## src/rtl/ps2_key_ctrl.sv

```systemverilog
// PS/2 key-state controller: turns scan-code bytes into per-player held-key
// levels and rate-limited single-cycle fire pulses.
// Optional feature macro: KEYCTL_EXT_ARROWS_EN (player 1 moves on the
// extended arrow keys instead of I/K/J/L).
module ps2_key_ctrl #(
  parameter int unsigned TIMEOUT_CYC   = 2_000_000,
  parameter int unsigned FIRE_COOLDOWN = 25_000_000
) (
  input  logic       clk,
  input  logic       reset,
  input  logic [7:0] rx_data,
  input  logic       rx_valid,
  input  logic       rx_err,
  output logic       up1,
  output logic       down1,
  output logic       left1,
  output logic       right1,
  output logic       up2,
  output logic       down2,
  output logic       left2,
  output logic       right2,
  output logic       fire1,
  output logic       fire2
);

  localparam int unsigned TMO_W = $clog2(TIMEOUT_CYC + 1);
  localparam int unsigned CD_W  = $clog2(FIRE_COOLDOWN + 1);

  localparam logic [7:0] K_BRK = 8'hF0;
  localparam logic [7:0] K_EXT = 8'hE0;

  typedef enum logic [1:0] {
    S_IDLE    = 2'd0,
    S_BRK     = 2'd1,
    S_EXT     = 2'd2,
    S_EXT_BRK = 2'd3
  } state_e;

  state_e            state_q, state_d;
  logic [TMO_W-1:0]  tmo_q, tmo_d;
  // movement levels packed as {up, down, left, right}
  logic [3:0]        mv1_q, mv1_d;
  logic [3:0]        mv2_q, mv2_d;
  // fire-key held bits and pulses, index 0 = player 1, index 1 = player 2
  logic [1:0]        held_q, held_d;
  logic [1:0]        fire_q, fire_d;
  logic [CD_W-1:0]   cd1_q, cd1_d;
  logic [CD_W-1:0]   cd2_q, cd2_d;

  logic              code_vld;
  logic              code_ext;
  logic              code_brk;

  // Prefix FSM with timeout; flags a completed code for the key decoder
  always_comb begin
    state_d  = state_q;
    tmo_d    = tmo_q;
    code_vld = 1'b0;
    code_ext = 1'b0;
    code_brk = 1'b0;
    if (rx_err) begin
      state_d = S_IDLE;
      tmo_d   = '0;
    end else if (rx_valid) begin
      tmo_d = '0;
      unique case (state_q)
        S_IDLE: begin
          if (rx_data == K_BRK)      state_d = S_BRK;
          else if (rx_data == K_EXT) state_d = S_EXT;
          else                       code_vld = 1'b1;
        end
        S_BRK: begin
          state_d  = S_IDLE;
          code_vld = 1'b1;
          code_brk = 1'b1;
        end
        S_EXT: begin
          if (rx_data == K_BRK) begin
            state_d = S_EXT_BRK;
          end else begin
            state_d  = S_IDLE;
            code_vld = 1'b1;
            code_ext = 1'b1;
          end
        end
        S_EXT_BRK: begin
          state_d  = S_IDLE;
          code_vld = 1'b1;
          code_ext = 1'b1;
          code_brk = 1'b1;
        end
      endcase
    end else if (state_q != S_IDLE) begin
      // an incoming byte on the expiry cycle takes priority (handled above)
      if (tmo_q == TMO_W'(TIMEOUT_CYC)) begin
        state_d = S_IDLE;
        tmo_d   = '0;
      end else begin
        tmo_d = TMO_W'(tmo_q + 1'b1);
      end
    end
  end

  // Key decode: movement levels, fire held bits, cooldowns and pulses
  always_comb begin
    mv1_d  = mv1_q;
    mv2_d  = mv2_q;
    held_d = held_q;
    fire_d = '0;
    cd1_d  = (cd1_q != '0) ? CD_W'(cd1_q - 1'b1) : cd1_q;
    cd2_d  = (cd2_q != '0) ? CD_W'(cd2_q - 1'b1) : cd2_q;
    if (code_vld && !code_ext) begin
      case (rx_data)
        8'h1D: mv2_d[3] = !code_brk;
        8'h1B: mv2_d[2] = !code_brk;
        8'h1C: mv2_d[1] = !code_brk;
        8'h23: mv2_d[0] = !code_brk;
`ifndef KEYCTL_EXT_ARROWS_EN
        8'h43: mv1_d[3] = !code_brk;
        8'h42: mv1_d[2] = !code_brk;
        8'h3B: mv1_d[1] = !code_brk;
        8'h4B: mv1_d[0] = !code_brk;
`endif
        8'h5A: begin
          if (code_brk) begin
            held_d[0] = 1'b0;
          end else if (!held_q[0]) begin
            held_d[0] = 1'b1;
            if (cd1_q == '0) begin
              fire_d[0] = 1'b1;
              cd1_d     = CD_W'(FIRE_COOLDOWN);
            end
          end
        end
        8'h29: begin
          if (code_brk) begin
            held_d[1] = 1'b0;
          end else if (!held_q[1]) begin
            held_d[1] = 1'b1;
            if (cd2_q == '0) begin
              fire_d[1] = 1'b1;
              cd2_d     = CD_W'(FIRE_COOLDOWN);
            end
          end
        end
        default: ;
      endcase
    end
`ifdef KEYCTL_EXT_ARROWS_EN
    if (code_vld && code_ext) begin
      case (rx_data)
        8'h75:   mv1_d[3] = !code_brk;
        8'h72:   mv1_d[2] = !code_brk;
        8'h6B:   mv1_d[1] = !code_brk;
        8'h74:   mv1_d[0] = !code_brk;
        default: ;
      endcase
    end
`endif
  end

  // State and output registers with synchronous reset
  always_ff @(posedge clk) begin
    if (reset) begin
      state_q <= S_IDLE;
      tmo_q   <= '0;
      mv1_q   <= '0;
      mv2_q   <= '0;
      held_q  <= '0;
      fire_q  <= '0;
      cd1_q   <= '0;
      cd2_q   <= '0;
    end else begin
      state_q <= state_d;
      tmo_q   <= tmo_d;
      mv1_q   <= mv1_d;
      mv2_q   <= mv2_d;
      held_q  <= held_d;
      fire_q  <= fire_d;
      cd1_q   <= cd1_d;
      cd2_q   <= cd2_d;
    end
  end

  assign up1    = mv1_q[3];
  assign down1  = mv1_q[2];
  assign left1  = mv1_q[1];
  assign right1 = mv1_q[0];
  assign up2    = mv2_q[3];
  assign down2  = mv2_q[2];
  assign left2  = mv2_q[1];
  assign right2 = mv2_q[0];
  assign fire1  = fire_q[0];
  assign fire2  = fire_q[1];

endmodule

```

## config.mk

```make
export PLATFORM = sky130hd
export DESIGN_NAME = ps2_key_ctrl
export DESIGN_NICKNAME = d
export VERILOG_FILES = /design/src/rtl/ps2_key_ctrl.sv
export SDC_FILE = /design/constraint.sdc
export NUM_CORES = 1
export LEC_CHECK = 0
export CORE_ASPECT_RATIO = 0.8
export CORE_MARGIN = 3
export CORE_UTILIZATION = 63
export CTS_BUF_LIST = sky130_fd_sc_hd__clkbuf_8
export DETAILED_ROUTE_END_ITERATION = 7
export DONT_BUFFER_PORTS = 1
export PLACE_DENSITY_LB_ADDON = 0.12
export SETUP_SLACK_MARGIN = 0.3
export SLEW_MARGIN = 30
export SYNTH_ARGS = -nofsm -noshare
export SYNTH_HDL_FRONTEND = slang
export SYNTH_SLANG_ARGS = --single-unit
```

## constraint.sdc

```tcl
create_clock -name clk -period 3 [get_ports clk]
set_input_delay 0.6 -clock clk [delete_from_list [all_inputs] [get_ports clk]]
set_output_delay 0.6 -clock clk [all_outputs]
set_load 0.01 [all_outputs]
```

-- After elaboration in Yosys (flattened, before gate mapping)
Cells that the tools add are included.
- bits in registers: 85
- input bits: 12
- logic and storage cells: 101
- add/sub/neg operators: 3
- equal/unequal tests: 17
- mux-type cells: 35
- bitwise operators: 3
- reductions and logical operators: 27
- operators by type and width (kind ; count):
    2-to-1 mux 25 bit ; 12
    zero test 25 bit ; 2
    nonzero test 25 bit ; 2
    subtractor 25 x 1 -> 25 bit, second input constant ; 2
    equality test 8 x 7 -> 1 bit, second input constant ; 4
    equality test 8 x 5 -> 1 bit, second input constant ; 3
    equality test 8 x 6 -> 1 bit, second input constant ; 3
    adder 21 x 1 -> 21 bit, second input constant ; 1
    equality test 21 bit, second input constant ; 1
    2-to-1 mux 21 bit ; 1
    AND reduction 2 bit ; 10
    equality test 8 bit, second input constant ; 2
    2-to-1 mux 1 bit ; 13
    2-to-1 mux 2 bit ; 6
    OR reduction 5 bit ; 2
    one-hot mux 2 bit (3 select lines) ; 1
    nonzero test 2 bit ; 3
    equality test 2 bit, second input constant ; 2
    inequality test 4 bit, second input constant ; 1
    OR reduction 2 bit ; 2
    inverter 1 bit ; 3
    one-hot mux 1 bit (3 select lines) ; 1
    AND reduction 3 bit ; 1
    OR reduction 3 bit ; 1
    other kinds (5) ; 6

-- Longest topological paths before layout
Gate-level depths: netlist of the first run.
- word-level depth: 9
- depth in mapped cells: 9
- gate-level depth less buffers: 9

-- Worst setup path before layout of the first run
Ideal clock, no wire load.
- path kind: register to register
- start point: register cd2_q[21]
- end point: register cd2_q[0]
- arrival time: 2.139 ns
- data required time: 2.914 ns
- setup slack: 0.776 ns
- stages on the path, launching flop included: 8
- path buffers: 1
- period minus slack after synthesis: 2.224 ns
- cells stage by stage: dfxtp_1 > or4_4 > or4b_1 > buf_2 > nor2_1 > inv_1 > ha_1 > a211oi_1
- cells in the longest elaborated chain, start to end: 7
- elaborated cells between the ends (all ways): 8
- those cells by class: 6 x mux; 2 x reduce/logical
- ends and longest elaborated chain (item ; RTL line ; text):
    start, declared ; 48 ; logic [CD_W-1:0] cd2_q, cd2_d;
    start signal, assigned ; 172 ; cd2_q <= '0;
    start signal, assigned ; 181 ; cd2_q <= cd2_d;
    nonzero test 25 bit ; 111 ; cd2_d = (cd2_q != '0) ? CD_W'(cd2_q - 1'b1) : cd2_q;
    2-to-1 mux 25 bit ; 111 ;
    2-to-1 mux 25 bit ; 140 ; if (cd2_q == '0) begin
    2-to-1 mux 25 bit ; 138 ; end else if (!held_q[1]) begin
    2-to-1 mux 25 bit ; 136 ; if (code_brk) begin
    2-to-1 mux 25 bit ; 113 ; case (rx_data)
    2-to-1 mux 25 bit * ; 112 ; if (code_vld && !code_ext) begin
Every way passes the cells marked *; elsewhere a longest branch is shown, timed or not.
A chain may end at the register's enable or synchronous reset.

-- Worst setup path in the final report of the first run
Same ends and word-level chain as after synthesis.

==> metrics.txt, run 1 <==
status=finished, final reports clean; syn nets=503; Reg clk slew, reported paths=around 0.090 ns; vias per cell=6.38; DR iter-0 viols=~230; Arrival @ worst endpoint=2.78 ns; CTS Root Cell=clkbuf_8; Final Critical Period=about 2.5 ns; period utilization=83.7%; critical path cell sequence=or4_4, or4b_1, nor2_1, inv_1, ha_1, a211oi_1; Synthesis Warnings=0; layout cells sized above 1=under 10%; clk_skew=0.0136 ns; Cells after Synth=485; antenna cell count=0; critical path class=reg2reg; Initial Util=67.6%; sw frac=a little over two fifths; top_reg_cell synth=dfxtp_1; Max Fclk=0.398 GHz; vias after detailed routing=roughly 3600; routed wire length=8990 um; logic gate share of total power=49.0%; WP buf/inv=1; CTS max path bufs=2; Slew Limit Headroom=between 40% and 50%; number of global-route vias before repair=approximately 3400; crit end category=flip-flop; Internal=roughly 0.0027 W; area of the multi-input gates=0.00235 mm2; hpwl dp=6080 um; Max FO, Critical Path=8; nets=503; Leakage=1.52 nW; GP Congestion=between 0.9 and 1; CTS tree=built; post-synth cell types=56; Area contributors post-synth=dfxtp_1 (41%), nor2_1 (5.7%), xor2_1 (4.8%); Worst path max stage delay=a little under 0.7 ns; sequential area share after synthesis=40.8%; post-synth top area share=approximately two fifths; final hold violations=0; Ports=22; Die Wd=between 90 and 100 um; Storage cell area=0.00170 mm2; CTS Sinks=85; port bufs=0; initial antenna violation count=0; largest net degree at the start of global routing=between 40 and 50; WP data required=between 3 and 4 ns; routed length per instance=~16 um; Clock Latency Late Sink=around 0.36 ns; gr ovfl total=0; H-tree depth=3; Max rail drop VDD=0.000695 V; min-delay worst type=in2reg; ANT nets after route=0; Synth area leader=dfxtp_1; Synth Register Bits=85; Fillers=approximately 480; Crit-path slowest cell=or4b_1; total track usage=around a quarter; Setup-failing EPs final=0; Seq pwr share=34.5%; die area=roughly 0.0076 mm2; synth-to-layout area growth=6.33%; Pwr Density=between 1000 and 1500 mW/mm2; die span in y=78.8 um; RSZ-0062 raised after global routing=no; area of the core=slightly above 0.006 mm2; Post CTS Setup Buffer Count=0; Rows=25; mean area per synthesized cell=between 8 and 9 um2; DRC viols=0; Final Max Slew Viols=0; Post-synth ARST share=0%; fin util=approximately 72%; critical path's top delay family=simple AND/OR/NAND/NOR gates; Mapped Area=0.00417 mm2; total negative slack=0 ns; Sw Pwr=0.00204 W; drt first pass iters=6; Max-Cap Viols=0; startpoint types=flip-flop; first-pass GRT wire length=between 15000 and 20000 um; Inserted Clock Buffers=9; number of synthesized flops with an enable pin=0; actual slew at the worst max-slew pin=0.866 ns; Clk pwr share=between 10% and 20%
[Yosys cell counts, types with 6 or more instances]
master	count
a211oi_1	6
a21oi_1	37
a31oi_1	10
clkbuf_1	11
dfxtp_1	85
ha_1	6
inv_1	10
nand2_1	29
nand3_1	14
nand3b_1	9
nand4_1	11
nor2_1	63
nor3_1	17
nor4_1	16
o21ai_0	16
or3_1	13
or4_1	7
xnor2_1	18
xor2_1	23
[layout by cell type, fill, tap and decap left out, types with 3 or more instances in the layout]
cell        instances
o21ai_1             4
or2_2               5
a31oi_1            10
xor2_1             23
nand4_1            11
nand3b_1            9
or3_1              13
a211oi_1            6
nor2_1             63
clkbuf_8            9
ha_1                6
inv_1              11
a21oi_1            37
xnor2_1            18
buf_4               7
o31ai_1             5
or4_1               7
nand2_1            29
dfxtp_1            85
nand3_1            14
or4_4               3
nand2b_1            5
nor4_1             16
o211ai_1            4
nor3_1             17
o2111ai_1           3
nor4_2              3
o21ai_0            16
o41ai_1             5
mux2i_1             5
or3b_2              3
clkinvlp_4          3
[state kept, by name, summed over array words and instances, names as in the netlist]
| name | cells |
|---|---|
| cd1_q | 25 |
| cd2_q | 25 |
| tmo_q | 21 |
| mv1_q | 4 |
| mv2_q | 4 |
| fire_q | 2 |
| held_q | 2 |
| state_q | 2 |
[per-layer routing]
| metal | global-route usage [%] | wire (um) | up-vias |
|---|---|---|---|
| met2 | 37.8 | 4000 | 123 |
| met3 | 6.41 | 531 | 10 |
| li1 | - | - | 1783 |
| met5 | 0 | 0 | - |
| met1 | 33.0 | 4380 | 1719 |
| met4 | 7.29 | 80 | 0 |
[path summary, 6_finish.rpt]
path | start | to | slack [ns] | cells after the start
max | cd2_q[21] | cd2_q[0] | 0.49 | 6
min | reset | mv1_q[1] | 0.30 | 1
min reg2reg | cd2_q[24] | cd2_q[24] | 0.47 | 2
max reg2reg | cd2_q[21] | cd2_q[0] | 0.49 | 6
[kinds of logic (layout without fill, tap and decap cells)]
| logic type | count (synthesis) | count (layout) | synth area share (%) |
|---|---|---|---|
| AO/OA/AOI/OAI | 99 | 99 | 14.7 |
| adder cells (fa/ha/maj) | 6 | 6 | 1.80 |
| AND/OR/NAND/NOR | 221 | 221 | 29.9 |
| multiplexers | 5 | 5 | 1.20 |
| flip-flops | 85 | 85 | 40.8 |
| XOR/XNOR | 41 | 41 | 8.62 |
| buffers and inverters | 28 | 32 | 2.91 |
[area by class of cell]
type / instances / area share [%]
Tap cell: 81 / 2.29
Sequential cell: 85 / 38.4
Clock buffer: 9 / 2.80
Multi-Input combinational cell: 372 / 53.0
Inverter: 10 / 0.847
Clock inverter: 6 / 1.47
Timing Repair Buffer: 7 / 1.19
[worst register-to-register path, cell delays in order (launching register included)]
cell and delay [ns]:
dfxtp_1 0.35, or4_4 0.56, or4b_1 0.69, nor2_1 0.24
inv_1 0.11, ha_1 0.28, a211oi_1 0.19
[stage by stage]
step	cell area [um2]	setup WS (ns)	instances	power, W	hold WS [ns]
6_report	4430	0.488	570	0.00474	0.305
5_1_grt	4430	0.323	570	0.00510	0.274
4_1_cts	4430	0.478	570	0.00469	0.293
3_5_place_dp	4240	0.569	555	0.00389	0.451
3_3_place_gp	4240	0.630	555	0.00381	0.446
2_1_floorplan	4170	0.776	485	0.00339	0.438
[power groups by stage]
| stage | Clock [W] | Sequential, W | Combinational [W] |
|---|---|---|---|
| floorplan | 0 | 0.00158 | 0.00182 |
| global placement | 0 | 0.00163 | 0.00218 |
| detailed placement | 0 | 0.00164 | 0.00225 |
| CTS | 0.000799 | 0.00162 | 0.00227 |
| global route | 0.000843 | 0.00167 | 0.00258 |
| finish | 0.000784 | 0.00164 | 0.00232 |
[repair_timing]
item / in CTS / in global routing
gates resized for setup: 0 / 1
endpoints found under the setup margin: 0 / 1
hold buffers: 0 / 0
Note: power is estimated with default switching activity, not from simulation.
==> run 2, diff against run 1 <==
--- a/config.mk
+++ b/config.mk
@@ -7,7 +7,7 @@
 export LEC_CHECK = 0
 export CORE_ASPECT_RATIO = 0.8
 export CORE_MARGIN = 3
-export CORE_UTILIZATION = 63
+export CORE_UTILIZATION = 59
 export CTS_BUF_LIST = sky130_fd_sc_hd__clkbuf_8
 export DETAILED_ROUTE_END_ITERATION = 7
 export DONT_BUFFER_PORTS = 1
==> constraint.sdc (replaced) <==
create_clock -name clk -period 2.05 [get_ports clk]
set_input_delay 0.41 -clock clk [delete_from_list [all_inputs] [get_ports clk]]
set_output_delay 0.41 -clock clk [all_outputs]
set_load 0.01 [all_outputs]
==> metrics.txt, run 2 (synthesis gave the netlist of run 1 again) <==
crit end category=flip-flop; CTS Root Cell=clkbuf_8; Final Critical Period=2.34 ns (-0.172 ns); nets=597 (+19%); routed wire length=19100 um (+110%); reg2reg end=cd2_q[7]; layout cells sized above 1=48.6% (+40 points); Hold Path Cell Cnt=1 (unchanged); Max FO, Critical Path=8 (unchanged); startpoint types=flip-flop; CTS Sinks=85 (unchanged); drt first pass iters=7 (+1); Die Wd=100 um (+3.1%); vias after detailed routing=5079 (+40%); CTS max path bufs=2 (unchanged); actual slew at the worst max-slew pin=0.670 ns (-0.196 ns); Reg clk slew, reported paths=0.09 ns (about the same); RSZ-0062 raised after global routing=yes; Final Max Slew Viols=0 (unchanged); first-pass GRT wire length=22000 um (+43%); GP Congestion=0.837 (-11%); largest net degree at the start of global routing=43 (unchanged); WP data required=2.35 ns (-0.92 ns); DR iter-0 viols=547 (+130%); Tot Pwr=0.0121 W (+160%); Inserted Clock Buffers=9 (unchanged); highest-count cells in the layout ignoring fill and taps=buf_4 (70), dfxtp_1 (60), nor2_1 (32); Ports=22 (unchanged); CTS tree=built; FF-to-FF setup slack=-0.29 ns (-0.78 ns); Fin Hold WS=0.0879 ns (-0.217 ns); Worst R2R Start=cd2_q[21]; die span in y=81.2 um (+3.1%); Setup-failing EPs final=31 (+31); worst path setup slack after routing=-0.291 ns (-0.778 ns); Slew Limit Headroom=55.1% (+14 points); port bufs=0 (unchanged); Largest regs=cd1_q: 25 flops, cd2_q: 25 flops, tmo_q: 21 flops; failing checks=negative setup slack; Rows=26 (+4.0%); critical path class=reg2reg; Leakage=2.27 nW (+50%); antenna cell count=0 (unchanged); Post-CTS Hold Buffers=0 (unchanged); final hold violations=0 (unchanged); Max Fclk=0.427 GHz (+7.3%); clk_skew=0.00772 ns (-0.00592 ns); HP Start=reset; routed length per instance=28.6 um (+81%); DRC viols=0 (unchanged); total negative slack=-5.54 ns (-5.54 ns); number of global-route vias before repair=4530 (+34%); WHS Endpoint=mv1_q[1]; reg2reg path depth=6 (unchanged); Max-Cap Viols=0 (unchanged); die area=0.00811 mm2 (+6.3%); status=finished with violations; gr ovfl total=0 (unchanged); initial antenna violation count=0 (unchanged); H-tree depth=3 (unchanged); ANT nets after route=0 (unchanged); area of the core=0.00660 mm2 (+7.2%); Max rail drop VDD=0.00145 V (+110%); Clock Latency Late Sink=0.39 ns (+0.03 ns); synth-to-layout area growth=52.2%; min-delay worst type=in2reg; period utilization=114% (+30 points); vias per cell=7.60 (+19%); fin util=96.1% (+24 points); hpwl dp=7030 um (+16%); Pwr Density=1910 mW/mm2 (+79%); total track usage=34.7% (+11 points); Initial Util=63.1% (-4.5 points); Arrival @ worst endpoint=2.64 ns (-0.14 ns); commonest non-fill, non-tap cell in the layout=buf_4
[run 2: cell count changes in the layout (fill, tap and decap cells not counted), sizes merged]
cell / before / now
clkinv: 0 / 3
inv: 12 / 10
clkinvlp: 3 / 0
buf: 7 / 100
clkbuf: 9 / 12
bufinv: 1 / 2
[run 2: per-stage QoR]
step / cells / worst slack (ns) / instance area, um2
2_1_floorplan: 485 / -0.124 / 4350
3_3_place_gp: 598 / -0.117 / 4720
3_5_place_dp: 598 / -0.152 / 4720
4_1_cts: 652 / -0.110 / 5750
5_1_grt: 668 / -0.358 / 6340
6_report: 668 / -0.291 / 6340
[run 2: cell type report]
type,instances,area [um2]
inverters,10,40.0
fillers,135,259
clock inverters,5,82.6
repair buffers,101,972
well taps,84,105
multi-input cells,372,3240
clock buffers,11,151
flip-flops and latches,85,1750
[run 2: worst max path at each step]
| stage | depth (start not counted) | end | from | slack (ns) |
|---|---|---|---|---|
| floorplan | 7 | cd2_q[0] | cd2_q[15] | -0.12 |
| global placement | 7 | cd2_q[0] | cd2_q[15] | -0.12 |
| detailed placement | 7 | cd2_q[0] | cd2_q[15] | -0.15 |
| CTS | 7 | cd2_q[19] | cd2_q[21] | -0.11 |
| global route | 7 | cd2_q[9] | cd2_q[15] | -0.36 |
| finish | 6 | cd2_q[7] | cd2_q[21] | -0.29 |
[run 2: critical path, stage by stage (launching register included)]
cell	delay, ns
dfxtp_2	0.34
or4_4	0.54
or4b_4	0.54
buf_6	0.16
o2111ai_1	0.29
o31ai_1	0.15
a21oi_1	0.23
[run 2: repair_timing]
action	4_1_cts	5_1_grt
endpoints found under the hold margin	0	0
pin swaps	58	43
setup buffers	32	15
gates resized for setup	124	104
cloned	6	1
setup endpoints to repair	64	75
[run 2: per-layer routing]
layer | vias up | share of wire [%] | global-route usage [%]
met5 | - | 0 | 0
met1 | 2342 | 34 | 39.2
li1 | 1983 | - | -
met4 | 0 | 9.4 | 17.7
met3 | 220 | 13 | 10.3
met2 | 534 | 44 | 59.8
[run 2: power breakdown]
part           leakage, nW  internal [W]  switching (W)
Sequential           0.704       0.00203       0.000418
Clock                0.120      0.000756       0.000696
Combinational         1.45       0.00369        0.00455
Total                 2.27       0.00648        0.00566
==> run 3, diff against run 2 <==
--- a/config.mk
+++ b/config.mk
@@ -13,7 +13,7 @@
 export DONT_BUFFER_PORTS = 1
 export PLACE_DENSITY_LB_ADDON = 0.12
 export SETUP_SLACK_MARGIN = 0.3
-export SLEW_MARGIN = 30
 export SYNTH_ARGS = -nofsm -noshare
 export SYNTH_HDL_FRONTEND = slang
 export SYNTH_SLANG_ARGS = --single-unit
+export TNS_END_PERCENT = 100
==> constraint.sdc (replaced) <==
create_clock -name clk -period 1.95 [get_ports clk]
set_input_delay 0.39 -clock clk [delete_from_list [all_inputs] [get_ports clk]]
set_output_delay 0.39 -clock clk [all_outputs]
set_load 0.01 [all_outputs]
==> metrics.txt, run 3 (synthesis gave the netlist of run 1 again) <==
RSZ-0062 raised after global routing=yes; Die Wd=100 um (unchanged); Setup-failing EPs final=65 (+110%); actual slew at the worst max-slew pin=0.629 ns (-0.0405 ns); Leakage=2.28 nW (+0.22%); logic gate share of total power=68.0% (about the same); H-tree depth=3 (unchanged); gr ovfl total=0 (unchanged); highest-count cells in the layout ignoring fill and taps=buf_4 (75), dfxtp_1 (59), nor2_1 (40); Arrival @ worst endpoint=2.66 ns (+0.02 ns); Sw Pwr=0.00564 W (-0.37%); Max-Cap Viols=0 (unchanged); Final Max Slew Viols=0 (unchanged); largest net degree at the start of global routing=43 (unchanged); failing checks=design-rule violations, negative setup slack; area of the core=0.00660 mm2 (unchanged); ANT nets after route=0 (unchanged); Final Critical Period=2.36 ns (+0.0197 ns); Inserted Clock Buffers=9 (unchanged); Reg clk slew, reported paths=0.10 ns (about the same); routed wire length=20100 um (+5.5%); antenna cell count=0 (unchanged); Clk pwr share=11.7% (-0.3 points); Pwr Density=1970 mW/mm2 (+2.7%); Clock Latency Late Sink=0.39 ns (about the same); GP Congestion=0.918 (+9.7%); crit end category=flip-flop; Max Fclk=0.424 GHz (-0.83%); final hold violations=0 (unchanged); Largest regs=cd1_q: 25 flops, cd2_q: 25 flops, tmo_q: 21 flops; Seq pwr share=20.3% (about the same); die area=0.00811 mm2 (unchanged); CTS tree=built; clk_skew=0.0153 ns (+0.00757 ns); total track usage=36.3% (+1.6 points); startpoint types=flip-flop; Max rail drop VDD=0.00119 V (-18%); min-delay worst type=in2reg; critical path class=reg2reg; Post-CTS Hold Buffers=0 (unchanged); layout cells sized above 1=47.9% (-0.76 points); DRC viols=1 (+1); Rows=26 (unchanged); vias per cell=7.69 (+1.1%); sw frac=45.9% (-0.70 points); vias after detailed routing=5157 (+1.5%); nets=600 (+0.50%); CTS Root Cell=clkbuf_8; drt first pass iters=8 (+1); hpwl dp=7520 um (+6.9%); die span in y=81.2 um (unchanged); Max FO, Critical Path=6 (-2); first-pass GRT wire length=22800 um (+3.8%); Ports=22 (unchanged); commonest non-fill, non-tap cell in the layout=buf_4; Internal=0.00664 W (+2.5%); CTS Sinks=85 (unchanged); WP data required=2.25 ns (-0.10 ns); status=finished with violations; DR iter-0 viols=879 (+61%); synth-to-layout area growth=50.0%; non-filler cells, final=671 (+0.45%); initial antenna violation count=0 (unchanged); routed length per instance=30.0 um (+5.0%); dpl cells=618 (+3.3%); Slew Limit Headroom=57.0% (+1.9 points); post-place setup slack=-0.258 ns (-0.106 ns); port bufs=0 (unchanged); number of global-route vias before repair=4396 (-3.0%); Initial Util=63.1% (unchanged); period utilization=121% (+6.9 points); CTS max path bufs=2 (unchanged); worst path setup slack after routing=-0.410 ns (-0.120 ns)
-- run 3: layout make-up --
cell class | count | area (um2)
multi-input combinational | 372 | 3190
timing repair buffer | 104 | 962
inverter | 10 | 37.5
clock buffer | 9 | 124
tap | 84 | 105
clock inverter | 7 | 92.6
sequential | 85 | 1740
fill | 172 | 354
-- run 3: what timing repair did --
action | 4_1_cts | 5_1_grt
endpoints found under the setup margin | 75 | 77
gates resized for setup | 99 | 85
gates cloned | 3 | 2
pin swaps | 43 | 21
buffers inserted | 21 | 11
endpoints found under the hold margin | 0 | 0
-- run 3: metrics by stage --
stage	power (W)	utilization [%]	hold WS (ns)	instance area, um2	TNS, ns
floorplan	0.00585	-	0.440	4480	-2.28
global placement	0.00733	75.2	0.445	4970	-1.83
detailed placement	0.00751	75.2	0.453	4970	-2.22
CTS	0.0102	87.5	0.0605	5780	-3.12
global route	0.0126	94.6	0.0473	6250	-12.88
finish	0.0123	94.6	0.0623	6250	-9.58
-- run 3: final timing paths --
check                           startpoint        end  slack (ns)  cells after the start
worst min register to register   cd1_q[24]  cd1_q[24]        0.50                      2
worst min-delay path                 reset  cd1_q[18]        0.06                      1
worst max-delay path             cd2_q[21]  cd2_q[19]       -0.41                      9
worst max register to register   cd2_q[21]  cd2_q[19]       -0.41                      9
-- run 3: power by group through the flow --
stage | Sequential [W] | Clock, W | Combinational, W
after detailed placement | 0.00242 | 0 | 0.00509
final | 0.00250 | 0.00143 | 0.00835
after global placement | 0.00239 | 0 | 0.00493
after CTS | 0.00241 | 0.00138 | 0.00642
after global routing | 0.00252 | 0.00147 | 0.00857
after floorplan | 0.00246 | 0 | 0.00339
-- run 3: worst max-delay path: stages, from the launching register on --
cell	delay, ns
dfxtp_2	0.33
or4_4	0.54
buf_4	0.15
buf_6	0.11
nor4b_4	0.36
nand4b_1	0.17
buf_4	0.19
buf_4	0.14
buf_6	0.13
a31oi_1	0.15
-- run 3: metal layers --
layer	share of wire [%]	up-vias	track usage (%)
met4	10	0	17.7
met5	0	-	0
met3	14	246	8.67
li1	-	1982	-
met1	32	2331	42.1
met2	44	598	63.0
